==> config.mk <==
export PLATFORM = sky130hd
export DESIGN_NAME = dma_copy_flat
export DESIGN_NICKNAME = d
export VERILOG_FILES = /design/src/rtl/bus_pkg.sv /design/src/rtl/dma_copy_if.sv /design/src/rtl/bus_timeout.sv /design/src/rtl/dma_copy.sv /design/src/flat_wrapper.sv
export SDC_FILE = /design/constraint.sdc
export NUM_CORES = 1
export LEC_CHECK = 0
export ABC_AREA = 1
export CAP_MARGIN = 10
export CORE_MARGIN = 2
export CORE_UTILIZATION = 48
export CTS_BUF_LIST = sky130_fd_sc_hd__clkbuf_8 sky130_fd_sc_hd__clkbuf_16
export DETAILED_ROUTE_END_ITERATION = 8
export GPL_TIMING_DRIVEN = 0
export PLACE_DENSITY = 0.76
export SKIP_CTS_REPAIR_TIMING = 1
export SKIP_LAST_GASP = 1
export SYNTH_ARGS = -nofsm -noshare
export SYNTH_HDL_FRONTEND = slang
export SYNTH_HIERARCHICAL = 1
export SYNTH_SLANG_ARGS = --single-unit
==> constraint.sdc <==
create_clock -name clk -period 1.8 [get_ports clk]
set_clock_uncertainty 0.15 [all_clocks]
set_input_delay 0.36 -clock clk [delete_from_list [all_inputs] [get_ports clk]]
set_output_delay 0.36 -clock clk [all_outputs]
set_load 0.005 [all_outputs]
==> src/rtl/bus_pkg.sv <==
// Shared definitions for the core memory bus: FSM state codes, write strobes
// and an address helper.
package bus_pkg;

  localparam logic [2:0] ST_IDLE   = 3'd0;
  localparam logic [2:0] ST_RD     = 3'd1;
  localparam logic [2:0] ST_RD_GAP = 3'd2;
  localparam logic [2:0] ST_WR     = 3'd3;
  localparam logic [2:0] ST_WR_GAP = 3'd4;

  localparam logic [3:0]  WSTRB_READ = 4'h0;
  localparam logic [3:0]  WSTRB_WORD = 4'hF;
  localparam logic [31:0] WORD_BYTES = 32'd4;

  function automatic logic [31:0] word_align(input logic [29:0] word_idx);
    return {word_idx, 2'b00};
  endfunction

endpackage

==> src/rtl/dma_copy_if.sv <==
// Core memory bus: a single valid/ready channel carrying both reads and writes.
interface dma_copy_if;

  logic        mem_valid;
  logic        mem_ready;
  logic [31:0] mem_addr;
  logic [31:0] mem_wdata;
  logic [3:0]  mem_wstrb;
  logic [31:0] mem_rdata;

  modport master (
    output mem_valid, mem_addr, mem_wdata, mem_wstrb,
    input  mem_ready, mem_rdata
  );

  modport slave (
    input  mem_valid, mem_addr, mem_wdata, mem_wstrb,
    output mem_ready, mem_rdata
  );

endinterface

==> src/rtl/bus_timeout.sv <==
// Per-transaction wait counter; expired is high on the LIMIT-th enabled cycle
// since the last clear.
module bus_timeout #(
  parameter int unsigned LIMIT = 255
) (
  input  logic clk,
  input  logic resetn,
  input  logic clear,
  input  logic enable,
  output logic expired
);

  localparam int unsigned   CW   = (LIMIT > 2) ? $clog2(LIMIT) : 1;
  localparam logic [CW-1:0] LAST = CW'(LIMIT - 1);

  logic [CW-1:0] cnt_q;
  logic [CW-1:0] cnt_d;

  // Next count: restart on clear, saturate at the limit
  always_comb begin
    cnt_d = cnt_q;
    if (clear) begin
      cnt_d = {CW{1'b0}};
    end else if (enable && (cnt_q != LAST)) begin
      cnt_d = cnt_q + CW'(1'b1);
    end else begin
      cnt_d = cnt_q;
    end
  end

  // Count register
  always_ff @(posedge clk or negedge resetn) begin
    if (!resetn) begin
      cnt_q <= {CW{1'b0}};
    end else begin
      cnt_q <= cnt_d;
    end
  end

  assign expired = enable && (cnt_q == LAST);

endmodule

==> src/rtl/dma_copy.sv <==
// Word-by-word memory copy engine: read one word, write it, repeat; every bus
// phase is bounded by a timeout that aborts the whole copy.
module dma_copy
  import bus_pkg::*;
#(
  parameter int unsigned TIMEOUT_CYCLES = 255,
  parameter int unsigned COUNT_W        = 16
) (
  input  logic               clk,
  input  logic               resetn,
  input  logic               start,
  input  logic [31:0]        src_addr,
  input  logic [31:0]        dst_addr,
  input  logic [COUNT_W-1:0] word_count,
  output logic               busy,
  output logic               done,
  output logic               error,
  dma_copy_if.master         mem
);

  logic [2:0]         state_q, state_d;
  logic [31:0]        src_q, src_d;
  logic [31:0]        dst_q, dst_d;
  logic [COUNT_W-1:0] cnt_q, cnt_d;
  logic [31:0]        data_q, data_d;
  logic               valid_q, valid_d;
  logic [31:0]        addr_q, addr_d;
  logic [31:0]        wdata_q, wdata_d;
  logic [3:0]         wstrb_q, wstrb_d;
  logic               busy_q, busy_d;
  logic               done_q, done_d;
  logic               error_q, error_d;
  logic               expired_s;
  logic               addr_lsb_unused;

  assign addr_lsb_unused = ^{src_addr[1:0], dst_addr[1:0]};

  bus_timeout #(
    .LIMIT (TIMEOUT_CYCLES)
  ) u_timeout (
    .clk     (clk),
    .resetn  (resetn),
    .clear   (!valid_q),
    .enable  (valid_q),
    .expired (expired_s)
  );

  // Copy sequencer; a completed handshake always wins over a simultaneous timeout
  always_comb begin
    state_d = state_q;
    src_d   = src_q;
    dst_d   = dst_q;
    cnt_d   = cnt_q;
    data_d  = data_q;
    valid_d = valid_q;
    addr_d  = addr_q;
    wdata_d = wdata_q;
    wstrb_d = wstrb_q;
    busy_d  = busy_q;
    done_d  = 1'b0;
    error_d = error_q;
    case (state_q)
      ST_IDLE: begin
        if (start) begin
          src_d   = word_align(src_addr[31:2]);
          dst_d   = word_align(dst_addr[31:2]);
          cnt_d   = word_count;
          error_d = 1'b0;
          if (word_count == {COUNT_W{1'b0}}) begin
            done_d = 1'b1;
          end else begin
            state_d = ST_RD;
            busy_d  = 1'b1;
            valid_d = 1'b1;
            addr_d  = word_align(src_addr[31:2]);
            wstrb_d = WSTRB_READ;
          end
        end else begin
          state_d = ST_IDLE;
        end
      end
      ST_RD: begin
        if (mem.mem_ready) begin
          data_d  = mem.mem_rdata;
          valid_d = 1'b0;
          state_d = ST_RD_GAP;
        end else if (expired_s) begin
          valid_d = 1'b0;
          busy_d  = 1'b0;
          error_d = 1'b1;
          done_d  = 1'b1;
          state_d = ST_IDLE;
        end else begin
          valid_d = 1'b1;
        end
      end
      ST_RD_GAP: begin
        state_d = ST_WR;
        valid_d = 1'b1;
        addr_d  = dst_q;
        wdata_d = data_q;
        wstrb_d = WSTRB_WORD;
      end
      ST_WR: begin
        if (mem.mem_ready) begin
          src_d   = src_q + WORD_BYTES;
          dst_d   = dst_q + WORD_BYTES;
          cnt_d   = cnt_q - COUNT_W'(1'b1);
          valid_d = 1'b0;
          wstrb_d = WSTRB_READ;
          state_d = ST_WR_GAP;
        end else if (expired_s) begin
          valid_d = 1'b0;
          wstrb_d = WSTRB_READ;
          busy_d  = 1'b0;
          error_d = 1'b1;
          done_d  = 1'b1;
          state_d = ST_IDLE;
        end else begin
          valid_d = 1'b1;
        end
      end
      ST_WR_GAP: begin
        if (cnt_q != {COUNT_W{1'b0}}) begin
          state_d = ST_RD;
          valid_d = 1'b1;
          addr_d  = src_q;
          wstrb_d = WSTRB_READ;
        end else begin
          state_d = ST_IDLE;
          busy_d  = 1'b0;
          done_d  = 1'b1;
        end
      end
      default: begin
        state_d = ST_IDLE;
        valid_d = 1'b0;
        wstrb_d = WSTRB_READ;
        busy_d  = 1'b0;
      end
    endcase
  end

  // State and registered outputs
  always_ff @(posedge clk or negedge resetn) begin
    if (!resetn) begin
      state_q <= ST_IDLE;
      src_q   <= 32'h0000_0000;
      dst_q   <= 32'h0000_0000;
      cnt_q   <= {COUNT_W{1'b0}};
      data_q  <= 32'h0000_0000;
      valid_q <= 1'b0;
      addr_q  <= 32'h0000_0000;
      wdata_q <= 32'h0000_0000;
      wstrb_q <= WSTRB_READ;
      busy_q  <= 1'b0;
      done_q  <= 1'b0;
      error_q <= 1'b0;
    end else begin
      state_q <= state_d;
      src_q   <= src_d;
      dst_q   <= dst_d;
      cnt_q   <= cnt_d;
      data_q  <= data_d;
      valid_q <= valid_d;
      addr_q  <= addr_d;
      wdata_q <= wdata_d;
      wstrb_q <= wstrb_d;
      busy_q  <= busy_d;
      done_q  <= done_d;
      error_q <= error_d;
    end
  end

  assign mem.mem_valid = valid_q;
  assign mem.mem_addr  = addr_q;
  assign mem.mem_wdata = wdata_q;
  assign mem.mem_wstrb = wstrb_q;
  assign busy          = busy_q;
  assign done          = done_q;
  assign error         = error_q;

endmodule

==> src/flat_wrapper.sv <==
// flat-port wrapper written by rule: the top's interface ports become plain ports
module dma_copy_flat import bus_pkg::*;
#(
  parameter int unsigned TIMEOUT_CYCLES = 255,
  parameter int unsigned COUNT_W        = 16
)
  (clk, resetn, start, src_addr, dst_addr, word_count, busy, done, error, mem_mem_valid, mem_mem_addr, mem_mem_wdata, mem_mem_wstrb, mem_mem_ready, mem_mem_rdata);
  dma_copy_if mem_i ();
  input  logic clk;
  input  logic resetn;
  input  logic start;
  input  logic [31:0] src_addr;
  input  logic [31:0] dst_addr;
  input  logic [COUNT_W-1:0] word_count;
  output logic busy;
  output logic done;
  output logic error;
  output wire logic [$bits(mem_i.mem_valid)-1:0] mem_mem_valid;
  output wire logic [$bits(mem_i.mem_addr)-1:0] mem_mem_addr;
  output wire logic [$bits(mem_i.mem_wdata)-1:0] mem_mem_wdata;
  output wire logic [$bits(mem_i.mem_wstrb)-1:0] mem_mem_wstrb;
  input wire logic [$bits(mem_i.mem_ready)-1:0] mem_mem_ready;
  input wire logic [$bits(mem_i.mem_rdata)-1:0] mem_mem_rdata;
  assign mem_mem_valid = mem_i.mem_valid;
  assign mem_mem_addr = mem_i.mem_addr;
  assign mem_mem_wdata = mem_i.mem_wdata;
  assign mem_mem_wstrb = mem_i.mem_wstrb;
  assign mem_i.mem_ready = mem_mem_ready;
  assign mem_i.mem_rdata = mem_mem_rdata;
  dma_copy #(.TIMEOUT_CYCLES(TIMEOUT_CYCLES), .COUNT_W(COUNT_W)) u_core (.clk(clk), .resetn(resetn), .start(start), .src_addr(src_addr), .dst_addr(dst_addr), .word_count(word_count), .busy(busy), .done(done), .error(error), .mem(mem_i));
endmodule
==> reports/results.tsv <==
stage	metric	value	unit
logic_synthesis	Mapped Nets	1689	
timing	Hold WS	-269	ps
clock_tree	CTS buffer count	17	
detailed_routing	Vias/cell	5.61	
global_route	vias in the first global route	10883	
detailed_routing	DRT antenna net count	0	
logic_synthesis	top-count cell post-synth	nand2_1	
logic_synthesis	Syn Std Cell Area	10600	um2
timing	minimum clock period	2050	ps
timing	final slew viol count	0	
status	failing checks	negative hold slack, negative setup slack	
detailed_routing	drt wl/cell	19.1	um
timing	fin crit share	1.14	
timing	fmax	488	MHz
floorplan	die width	153	um
global_route	total track usage	0.315	
detailed_routing	initial drt markers	1025	
logic_synthesis	cells after synthesis	1567	
finish	Core Util, Final	0.723	
clock_tree	Clk Latency, worst-skew pair	450	ps
flow_run	max_cap viols	0	
logic_synthesis	asr flop ratio synth	1.00	
floorplan	floorplan row count	54	
logic_synthesis	sequential cell area fraction in the yosys report	0.440	
clock_tree	Longest Clk Path Bufs	2	
finish	Area Overhead vs Synth	48.1	%
placed_design	IO buf count	183	
detailed_routing	DRC	0	
timing	worst setup margin	-249	ps
placed_design	Post-DP Area	12800	um2
setup_path	R2R setup slack	-250	ps
floorplan	core area	21800	um2
logic_synthesis	Yosys top cell area share	0.440	
timing	Hold Vio Cnt, Final	70	
timing	slew margin rel.	0.561	
floorplan	Starting Density	0.488	
setup_path	worst path required time	1990	ps
min_path	Hold Crit Class	primary input to async pin	
finish	share of layout cells above drive strength 1	0.199	
detailed_routing	Vias	12030	
global_route	global route overflow	0	
logic_synthesis	Synth Register Bits	187	
timing	Slew @ Worst Pin	659	ps
floorplan	die height	153	um
clock_tree	clock slew at reported path FFs	80	ps
detailed_routing	Pre-antenna DRT Iters	5	
logic_synthesis	synth top area cells	dfrtp_1, nand2_1, nor2_1	
clock_tree	# clock sinks	187	
logic_synthesis	Yosys cell types	30	
timing	RSZ-0062 raised after global routing	yes	
placed_design	HPWL Detailed	27500	um
finish	Filler cells	1792	
power_and_ir_drop	Max VDD drop	876	uV
status	status	finished with violations	
logic_synthesis	most frequently used flop master after synthesis	dfrtp_1	
detailed_routing	Routed WL	41000	um
clock_tree	H-tree depth	4	
setup_path	Worst EP arrival	2230	ps
placed_design	Setup WS pre-CTS	-790	ps
setup_path	crit start category	flip-flop	
power_and_ir_drop	Pwr Density	1730	nW/um2
placed_design	placer congestion estimate	0.987	
logic_synthesis	Ys Warns	6	
logic_synthesis	post-synth top area cell	dfrtp_1	
global_route	first-pass GRT wire length	58000	um
finish	design area	15700	um2
setup_path	CP max FO	10	
finish	final antenna diode count	0	
logic_synthesis	Post-synth top cells	nand2_1, nor2_1, dfrtp_1	
global_route	largest net degree at the start of global routing	118	
logic_synthesis	number of enable flip-flop cells after synthesis	0	
setup_path	CP endpoint kind	flip-flop	
global_route	initial antenna violation count	1	
floorplan	Ports	188	
finish	Net count, final	1972	
clock_tree	clk root buf	clkbuf_16	
setup_path	CP Class	flip-flop to flip-flop	
timing	final setup fails	102	
floorplan	full die area	23300	um2
power_and_ir_drop	Leakage Power	7.79	nW
logic_synthesis	Synth Area per Inst	6.78	um2
clock_tree	TritonCTS clock tree	done	
[worst paths after layout]
path / start / endpoint / cells after the start
worst max register to register: u_core/state_q[0] / u_core/mem.mem_addr[14] / 12
max in group asynchronous: resetn / u_core/data_q[8] / 2
min in group clk: u_core/data_q[5] / u_core/mem.mem_wdata[5] / 2
worst min register to register: u_core/data_q[5] / u_core/mem.mem_wdata[5] / 2
worst min-delay path: resetn / u_core/mem.mem_addr[7] / 1
worst max-delay path: u_core/state_q[0] / u_core/mem.mem_addr[14] / 12
[cells in the final DEF, fill, tap and decap left out, types with 8 or more instances in the layout]
cell type	instances
a21oi_2	13
nand4_1	16
inv_2	13
dfrtp_2	15
o211ai_1	26
o21ai_1	40
o21ai_0	56
buf_12	12
nand3_1	60
buf_8	11
dfrtp_1	172
clkdlybuf4s50_1	110
nand2_2	19
inv_1	96
nor2_2	24
nand2_1	561
buf_2	9
nor2_4	29
buf_6	16
clkbuf_16	32
a21oi_1	54
nor2_1	205
buf_4	65
nand3_2	46
dlymetal6s2s_1	72
nand2_4	8
[layout make-up]
| class | instances | area (um2) | area share |
|---|---|---|---|
| Tap cell | 280 | 350 | 0.0223 |
| Timing Repair Buffer | 263 | 2960 | 0.188 |
| Inverter | 113 | 442 | 0.0281 |
| Buffer | 67 | 659 | 0.0419 |
| Multi-Input combinational cell | 1201 | 6000 | 0.381 |
| Sequential cell | 187 | 4700 | 0.298 |
| Clock buffer | 17 | 425 | 0.0270 |
| Clock inverter | 15 | 199 | 0.0126 |
[stage by stage]
step | setup TNS (ps) | power [W] | std cells
3_3_place_gp | -1525650 | 0.0186 | 2030
6_report | -9310 | 0.0272 | 2143
3_5_place_dp | -65250 | 0.0189 | 2031
5_1_grt | -16950 | 0.0289 | 2143
4_1_cts | -57500 | 0.0230 | 2063
2_1_floorplan | 0 | 0.0141 | 1567
[power by group]
group	internal [W]	total [W]	switching, W
sequential	0.00623	0.00802	0.00180
clock	0.00193	0.00402	0.00208
combinational	0.00653	0.0151	0.00861
[sequential cells by signal, summed over array words and instances, names as in the netlist, 3 cells and up]
register / cells
u_core/cnt_q: 16
u_core/data_q: 32
u_core/dst_q: 30
u_core/mem.mem_addr: 31
u_core/mem.mem_wdata: 32
u_core/src_q: 30
u_core/state_q: 3
u_core/u_timeout/cnt_q: 8
[worst max-delay path: stages (launching register included)]
cell	delay, ps
dfrtp_2	470
inv_2	130
nand2_4	90
nor2_4	150
inv_2	70
nor2_2	160
nand2_2	120
nand2_2	110
nor2_4	50
buf_12	140
buf_6	140
nand2_1	80
nand2_1	60
[layer usage]
layer,share of wire,up-vias,GRT usage
met5,0.00032,-,0
met4,0.053,2,0.123
met3,0.092,167,0.0648
met2,0.47,634,0.523
met1,0.38,5672,0.406
li1,-,5555,-
[cells by family after synthesis]
group | after synthesis | share of synthesized area
AOI/OAI and AO/OA | 201 | 0.101
xor gates and xnor gates | 7 | 0.00577
adders and majority gates | 6 | 0.00706
buffers and inverters | 180 | 0.0705
DFF | 187 | 0.440
muxes | 6 | 0.00636
and+or+nand+nor | 980 | 0.368
Note: power is estimated with default switching activity, not from simulation.
